<file path="config.mk">
export PLATFORM = sky130hd
export DESIGN_NAME = rv_perf_mon
export DESIGN_NICKNAME = d
export VERILOG_FILES = /design/src/rtl/rv_perf_mon.sv
export SDC_FILE = /design/constraint.sdc
export NUM_CORES = 2
export LEC_CHECK = 0
export BUFFER_PORTS_ARGS = -buffer_cell sky130_fd_sc_hd__buf_2
export CORE_UTILIZATION = 61
export CTS_CLUSTER_DIAMETER = 60
export DETAILED_ROUTE_END_ITERATION = 8
export GPL_TIMING_DRIVEN = 0
export PLACE_DENSITY = 0.78
export SLEW_MARGIN = 40
export SYNTH_ARGS = -nofsm -noshare
export SYNTH_HDL_FRONTEND = slang
export SYNTH_SLANG_ARGS = --single-unit
</file>
<file path="constraint.sdc">
create_clock -name clk -period 5.3 [get_ports clk]
set_input_delay 0.265 -clock clk [delete_from_list [all_inputs] [get_ports clk]]
set_output_delay 0.265 -clock clk [all_outputs]
set_load 0.1 [all_outputs]
</file>
<file path="src/rtl/rv_perf_mon.sv">
// rv_perf_mon: instruction-mix and instruction-length performance monitor.
// Counts fetched instructions per opcode class, attributes the cycles each
// instruction occupied to its class, and stops all statistics once the core
// repeatedly fetches the same PC (the program has parked itself in a loop).
//
// state   | meaning
// --------+-----------------------------------------------------------
// ST_RUN  | statistics update on every enabled cycle
// ST_HALT | program complete; statistics frozen, readback still live
module rv_perf_mon #(
  parameter int CNT_W       = 32,
  parameter int SATURATE    = 0,
  parameter int STUCK_LIMIT = 2
) (
  input  logic             clk,
  input  logic             reset,
  input  logic             en,
  input  logic             fetch_valid,
  input  logic [6:0]       fetch_opcode,
  input  logic [31:0]      fetch_pc,
  input  logic             clr,
  input  logic [4:0]       rd_sel,
  output logic [CNT_W-1:0] rd_data,
  output logic             halted,
  output logic             overflow
);

  // Just wide enough to hold STUCK_LIMIT itself.
  localparam int SC_W = (STUCK_LIMIT < 1) ? 1 : $clog2(STUCK_LIMIT + 1);
  localparam logic [SC_W:0]    STUCK_MAX = (SC_W + 1)'(STUCK_LIMIT);
  localparam logic [SC_W:0]    SC_ONE    = (SC_W + 1)'(1);
  localparam logic [CNT_W-1:0] ONE       = CNT_W'(1);

  typedef enum logic {
    ST_RUN  = 1'b0,
    ST_HALT = 1'b1
  } state_t;

  state_t state, state_nxt;

  logic [CNT_W-1:0] class_count  [8];
  logic [CNT_W-1:0] class_cycles [8];
  logic [CNT_W-1:0] total_cycles;
  logic [CNT_W-1:0] total_instr;
  logic [CNT_W-1:0] cur_len;
  logic [CNT_W-1:0] last_len;
  logic [SC_W-1:0]  stuck_cnt;
  logic [31:0]      last_pc;
  logic [2:0]       prev_class;
  logic             tracking;

  logic [2:0]       cls;
  logic             active;
  logic             pc_match;
  logic [SC_W:0]    stuck_inc;
  logic             halt_hit;
  logic             accept;
  logic [CNT_W:0]   tc_sum, ti_sum, cc_sum, cy_sum, cl_sum;
  logic             ovf_set;
  logic [CNT_W-1:0] rd_mux;

  // Add with carry-out in the top bit; on carry the low bits either wrap
  // naturally or are forced to all-ones when saturating.
  function automatic logic [CNT_W:0] bump(input logic [CNT_W-1:0] a,
                                          input logic [CNT_W-1:0] b);
    logic [CNT_W:0] s;
    s = {1'b0, a} + {1'b0, b};
    if (s[CNT_W] && (SATURATE != 0)) s = {1'b1, {CNT_W{1'b1}}};
    return s;
  endfunction

  // Opcode class decode of the instruction being fetched.
  always_comb begin
    cls = 3'd7;
    case (fetch_opcode)
      7'b0110011: cls = 3'd0;
      7'b0010011: cls = 3'd1;
      7'b0000011: cls = 3'd2;
      7'b0100011: cls = 3'd3;
      7'b1100011: cls = 3'd4;
      7'b1101111: cls = 3'd5;
      7'b0110111: cls = 3'd6;
      default:    cls = 3'd7;
    endcase
  end

  // Qualify the fetch: a repeat fetch that reaches the limit halts instead of counting.
  always_comb begin
    active    = en && (state == ST_RUN);
    pc_match  = (fetch_pc == last_pc);
    stuck_inc = {1'b0, stuck_cnt} + SC_ONE;
    halt_hit  = active && fetch_valid && pc_match && (stuck_inc == STUCK_MAX);
    accept    = active && fetch_valid && !halt_hit;
  end

  // Candidate counter updates and the overflow they would raise.
  always_comb begin
    tc_sum  = bump(total_cycles, ONE);
    ti_sum  = bump(total_instr, ONE);
    cc_sum  = bump(class_count[cls], ONE);
    cy_sum  = bump(class_cycles[prev_class], cur_len);
    cl_sum  = bump(cur_len, ONE);
    ovf_set = tc_sum[CNT_W]
            | (accept  & (ti_sum[CNT_W] | cc_sum[CNT_W] | (tracking & cy_sum[CNT_W])))
            | (!accept & cl_sum[CNT_W]);
  end

  // Halt state register; clr releases a halt.
  always_ff @(posedge clk) begin
    if (!reset)   state <= ST_RUN;
    else if (clr) state <= ST_RUN;
    else          state <= state_nxt;
  end

  // Halt next-state: once halted, stay until reset or clr.
  always_comb begin
    state_nxt = state;
    case (state)
      ST_RUN:  if (halt_hit) state_nxt = ST_HALT;
      ST_HALT: state_nxt = ST_HALT;
    endcase
  end

  assign halted = (state == ST_HALT);

  // Statistics, length tracking and stuck-PC detection.
  always_ff @(posedge clk) begin
    if (!reset || clr) begin
      for (int i = 0; i < 8; i++) begin
        class_count[i]  <= '0;
        class_cycles[i] <= '0;
      end
      total_cycles <= '0;
      total_instr  <= '0;
      cur_len      <= '0;
      last_len     <= '0;
      stuck_cnt    <= '0;
      last_pc      <= 32'hFFFF_FFFF;
      prev_class   <= 3'd0;
      tracking     <= 1'b0;
      overflow     <= 1'b0;
    end else if (active) begin
      total_cycles <= tc_sum[CNT_W-1:0];
      if (fetch_valid) begin
        if (pc_match) begin
          stuck_cnt <= stuck_inc[SC_W-1:0];
        end else begin
          stuck_cnt <= '0;
          last_pc   <= fetch_pc;
        end
      end
      if (accept) begin
        total_instr      <= ti_sum[CNT_W-1:0];
        class_count[cls] <= cc_sum[CNT_W-1:0];
        // The length just closed belongs to the previous instruction.
        if (tracking) begin
          class_cycles[prev_class] <= cy_sum[CNT_W-1:0];
          last_len                 <= cur_len;
        end
        cur_len    <= ONE;
        prev_class <= cls;
        tracking   <= 1'b1;
      end else begin
        cur_len <= cl_sum[CNT_W-1:0];
      end
      if (ovf_set) overflow <= 1'b1;
    end
  end

  // Readback select.
  always_comb begin
    rd_mux = '0;
    case (rd_sel[4:3])
      2'b00: rd_mux = class_count[rd_sel[2:0]];
      2'b01: rd_mux = class_cycles[rd_sel[2:0]];
      2'b10: begin
        case (rd_sel[2:0])
          3'd0:    rd_mux = total_cycles;
          3'd1:    rd_mux = total_instr;
          3'd2:    rd_mux = last_len;
          default: rd_mux = '0;
        endcase
      end
      default: rd_mux = '0;
    endcase
  end

  // Registered readback; clr leaves it alone so the old values drain out one edge later.
  always_ff @(posedge clk) begin
    if (!reset) rd_data <= '0;
    else        rd_data <= rd_mux;
  end

endmodule

</file>
==> flow_summary.yaml <==
critical_path:
  worstPathRequired_ns: 5.81
  critPathTopFamily: "compound AO/OA/AOI/OAI gates"
  reg2reg_slack_ns: 0.1
  critPathMostFrequentCell: "a21oi_1"
  crit_buf_inv: 1
  critPathMaxStageDelay_ns: 0.55
  worstPathArrival_ns: 5.71
  setup.worst_path.class: "flip-flop to flip-flop"
  crit_path_end_kind: "flip-flop"
  crit_cells: 14
  crit_slowest_cell: "mux4_2"
  crit_chain: "buf_4 > mux4_2 > mux2_2 > ha_1 > fa_1 > a211oi_1 > o211ai_1 > nand3_1 > a21oi_1 > o31ai_2 > a21oi_1 > a311oi_4 > o41a_1 > nor2_1"
  r2r_cells: 14
  rr_endpoint: "overflow$_SDFFE_PP0P_"
  startpoint_type: "flip-flop"
  cp_max_fo: 10
sta:
  clock_skew_ns: 0.03683
  hold_violations: 0
  period_share_pct: 98.17
  relSlewSlack_pct: 29.45
  fmax_ghz: 0.1922
  rsz0062_at_grt: "no"
  setup_violations: 0
  drv_slew: 0
  fin_crit_ns: 5.203
  setup_ws_ns: 0.09723
  worst_pin_slew_ns: 1.058
drt:
  drc: 0
  drt_iter0_drc: 5426
  routed_wl_mm: 133.5
  vias: 30640
  drt_pre_antenna_iters: 8
  avgViaCountPerCell: 7.172
  wl_per_cell_um: 31.24
  final_antenna_net_count: 0
logic_synthesis:
  synth.distinct_cells: 82
  ys.flop_type: "edfxtp_1"
  async_reset_ff_share_pct: 0
  synth_seq_cells: 715
  syn_nets: 3304
  ys.warnings.count: 0
  synth_area_mm2: 0.03736
  syn_inst: 3217
  synth_edf_count: 512
  synth_area_per_cell_um2: 11.61
  ys_seq_area_share_pct: 52.03
clock_network:
  cts_made_buffers: 76
  root_buffer: "clkbuf_16"
  clkTransAtPathRegs_ns: 0.07
  tritoncts: "yes"
  ctsHtreeMaxLevel: 3
  cts.path.max_buffers: 3
  cts.sinks: 715
  clk_latency_ns: 0.65
die:
  ios: 83
  die_h_um: 249.5
  fp.coreArea_mm2: 0.06047
  row_count: 90
  initial_core_util_pct: 61.79
  fp.dieArea_mm2: 0.06225
  dieWidth_um: 249.5
placed_design:
  port_buffers: 78
  dp_slack_ns: -0.7406
  hpwl_mm: 92.41
  gp_congestion: 0.9993
global_route:
  grtUsageTotal_pct: 42.48
  grt_remaining_overflow: 0
  grt_pass1_wl_mm: 190.9
  busiest_layer: "met2"
  grt_max_degree: 32
  grt_pass1_vias: 29440
  use_met1_pct: 55.69
  antenna_found_initial: 5
  grtUsageMet2_pct: 61.72
  met3_usage_pct: 14.38
flow_run:
  drv_cap: 0
layout:
  drive_above_1_share_pct: 19.95
  mostFrequentLayoutCells: "562 x nor2_1, 512 x edfxtp_1, 232 x nand2_1"
  syn2layout_area_growth_pct: 13.70
  post-route-util_pct: 70.25
  n_fill_cell: 4154
  final_common_cell: "nor2_1"
  fin_nets: 3513
run_status:
  status: "finished clean"
power:
  power.leakage_nw: 15.10
  peakVddDrop_uv: 239.0
  power.density_mw_per_mm2: 314.0
hold_path:
  hp-start: "reset"
  hp-class: "primary input to flip-flop"
  timing.hold.worst_endpoint: "rd_data[4]$_SDFF_PN0_"
  whs_path_depth: 3
-- sequential cells by signal, summed over array words and instances (netlist names), named ones only --
| signal | count |
|---|---|
| prev_class | 3 |
| total_instr | 32 |
| total_cycles | 32 |
| class_count | 256 |
| overflow | 1 |
| stuck_cnt | 2 |
| cur_len | 32 |
| last_pc | 32 |
| last_len | 32 |
| tracking | 1 |
| rd_data | 32 |
| class_cycles | 256 |
| halted | 1 |
-- worst min-delay path, stage by stage --
cell and delay, ns:
buf_2 0.11, nand2_1 0.21, a21oi_1 0.10
-- timing repair --
item,in CTS,in global routing
resized for setup,11,13
pin swaps,0,1
gates cloned,0,0
endpoints found under the setup margin,113,80
hold buffers,32,0
endpoints found under the hold margin,32,0
buffers inserted,0,1
-- logic make-up (layout without fill, tap and decap cells) --
logic type,after synthesis,in the layout,share of synthesized area [%]
and+or+nand+nor,1107,1107,13.07
DFF,715,715,52.03
AOI/OAI and AO/OA,526,526,9.025
muxes,427,427,18.21
buffers and inverters,250,522,2.766
xor gates and xnor gates,154,154,3.610
adders and majority gates,38,38,1.293
other,0,1,0
-- power breakdown --
group	total (mW)	switching, mW	internal [mW]
combinational	1.34	0.873	0.472
clock	5.73	2.36	3.37
sequential	6.26	0.110	6.15
total	13.3	3.34	9.99
-- synth_stat cells, types with 43 or more instances --
library cell	n	area share, %
nand2_1	248	2.5
nand3_1	64	0.86
xor2_1	92	2.2
dfxtp_1	203	11
clkbuf_1	162	1.6
mux2_2	101	3.0
mux2i_1	134	3.6
o21ai_0	70	0.94
mux4_2	192	12
xnor2_1	62	1.5
nor2_1	564	5.7
a22oi_1	43	0.86
edfxtp_1	512	41
a21oi_1	215	2.9
-- stage by stage --
stage | area (um2) | power [mW] | hold WS [ns] | instances | setup TNS (ns)
4_1_cts | 42340 | 13.21 | 0.06469 | 4268 | 0
3_3_place_gp | 38730 | 7.546 | 0.4740 | 4077 | -335.59
3_5_place_dp | 39340 | 7.620 | 0.4842 | 4097 | -34.98
2_1_floorplan | 37360 | 7.137 | 0.3935 | 3217 | 0
6_report | 42480 | 13.34 | 0.1044 | 4272 | 0
5_1_grt | 42480 | 13.51 | 0.09860 | 4271 | 0
-- metal layers --
| metal | wire [um] | part of all wire (%) |
|---|---|---|
| met4 | 9480 | 7.1 |
| met1 | 44960 | 34 |
| met5 | 34 | 0.025 |
| met3 | 22340 | 17 |
| met2 | 56630 | 42 |
-- worst max path at each step --
| stage | startpoint | end | slack (ns) |
|---|---|---|---|
| final | flip-flop | overflow$_SDFFE_PP0P_ | 0.1 |
| after global routing | flip-flop | class_cycles[2][27]$_SDFFCE_PN0P_ | 0.01 |
| after CTS | flip-flop | overflow$_SDFFE_PP0P_ | 0.02 |
| after detailed placement | flip-flop | class_cycles[0][31]$_SDFFCE_PN0P_ | -0.74 |
| after global placement | flip-flop | class_cycles[4][24]$_SDFFCE_PN0P_ | -1.13 |
| after floorplan | flip-flop | class_cycles[0][30]$_SDFFCE_PN0P_ | 0.51 |
-- area by class of cell --
class,count,area (um2),area share [%]
well taps,782,978.4,2.303
repair buffers,133,1142,2.689
clock buffers,106,2205,5.190
plain buffers,228,1042,2.453
inverters,20,75.07,0.1767
multi-input cells,2252,17160,40.39
clock inverters,35,437.9,1.031
flip-flops and latches,715,19440,45.76
diodes,1,2.502,0.005891
No activity file was read; power rests on OpenSTA's default activity.
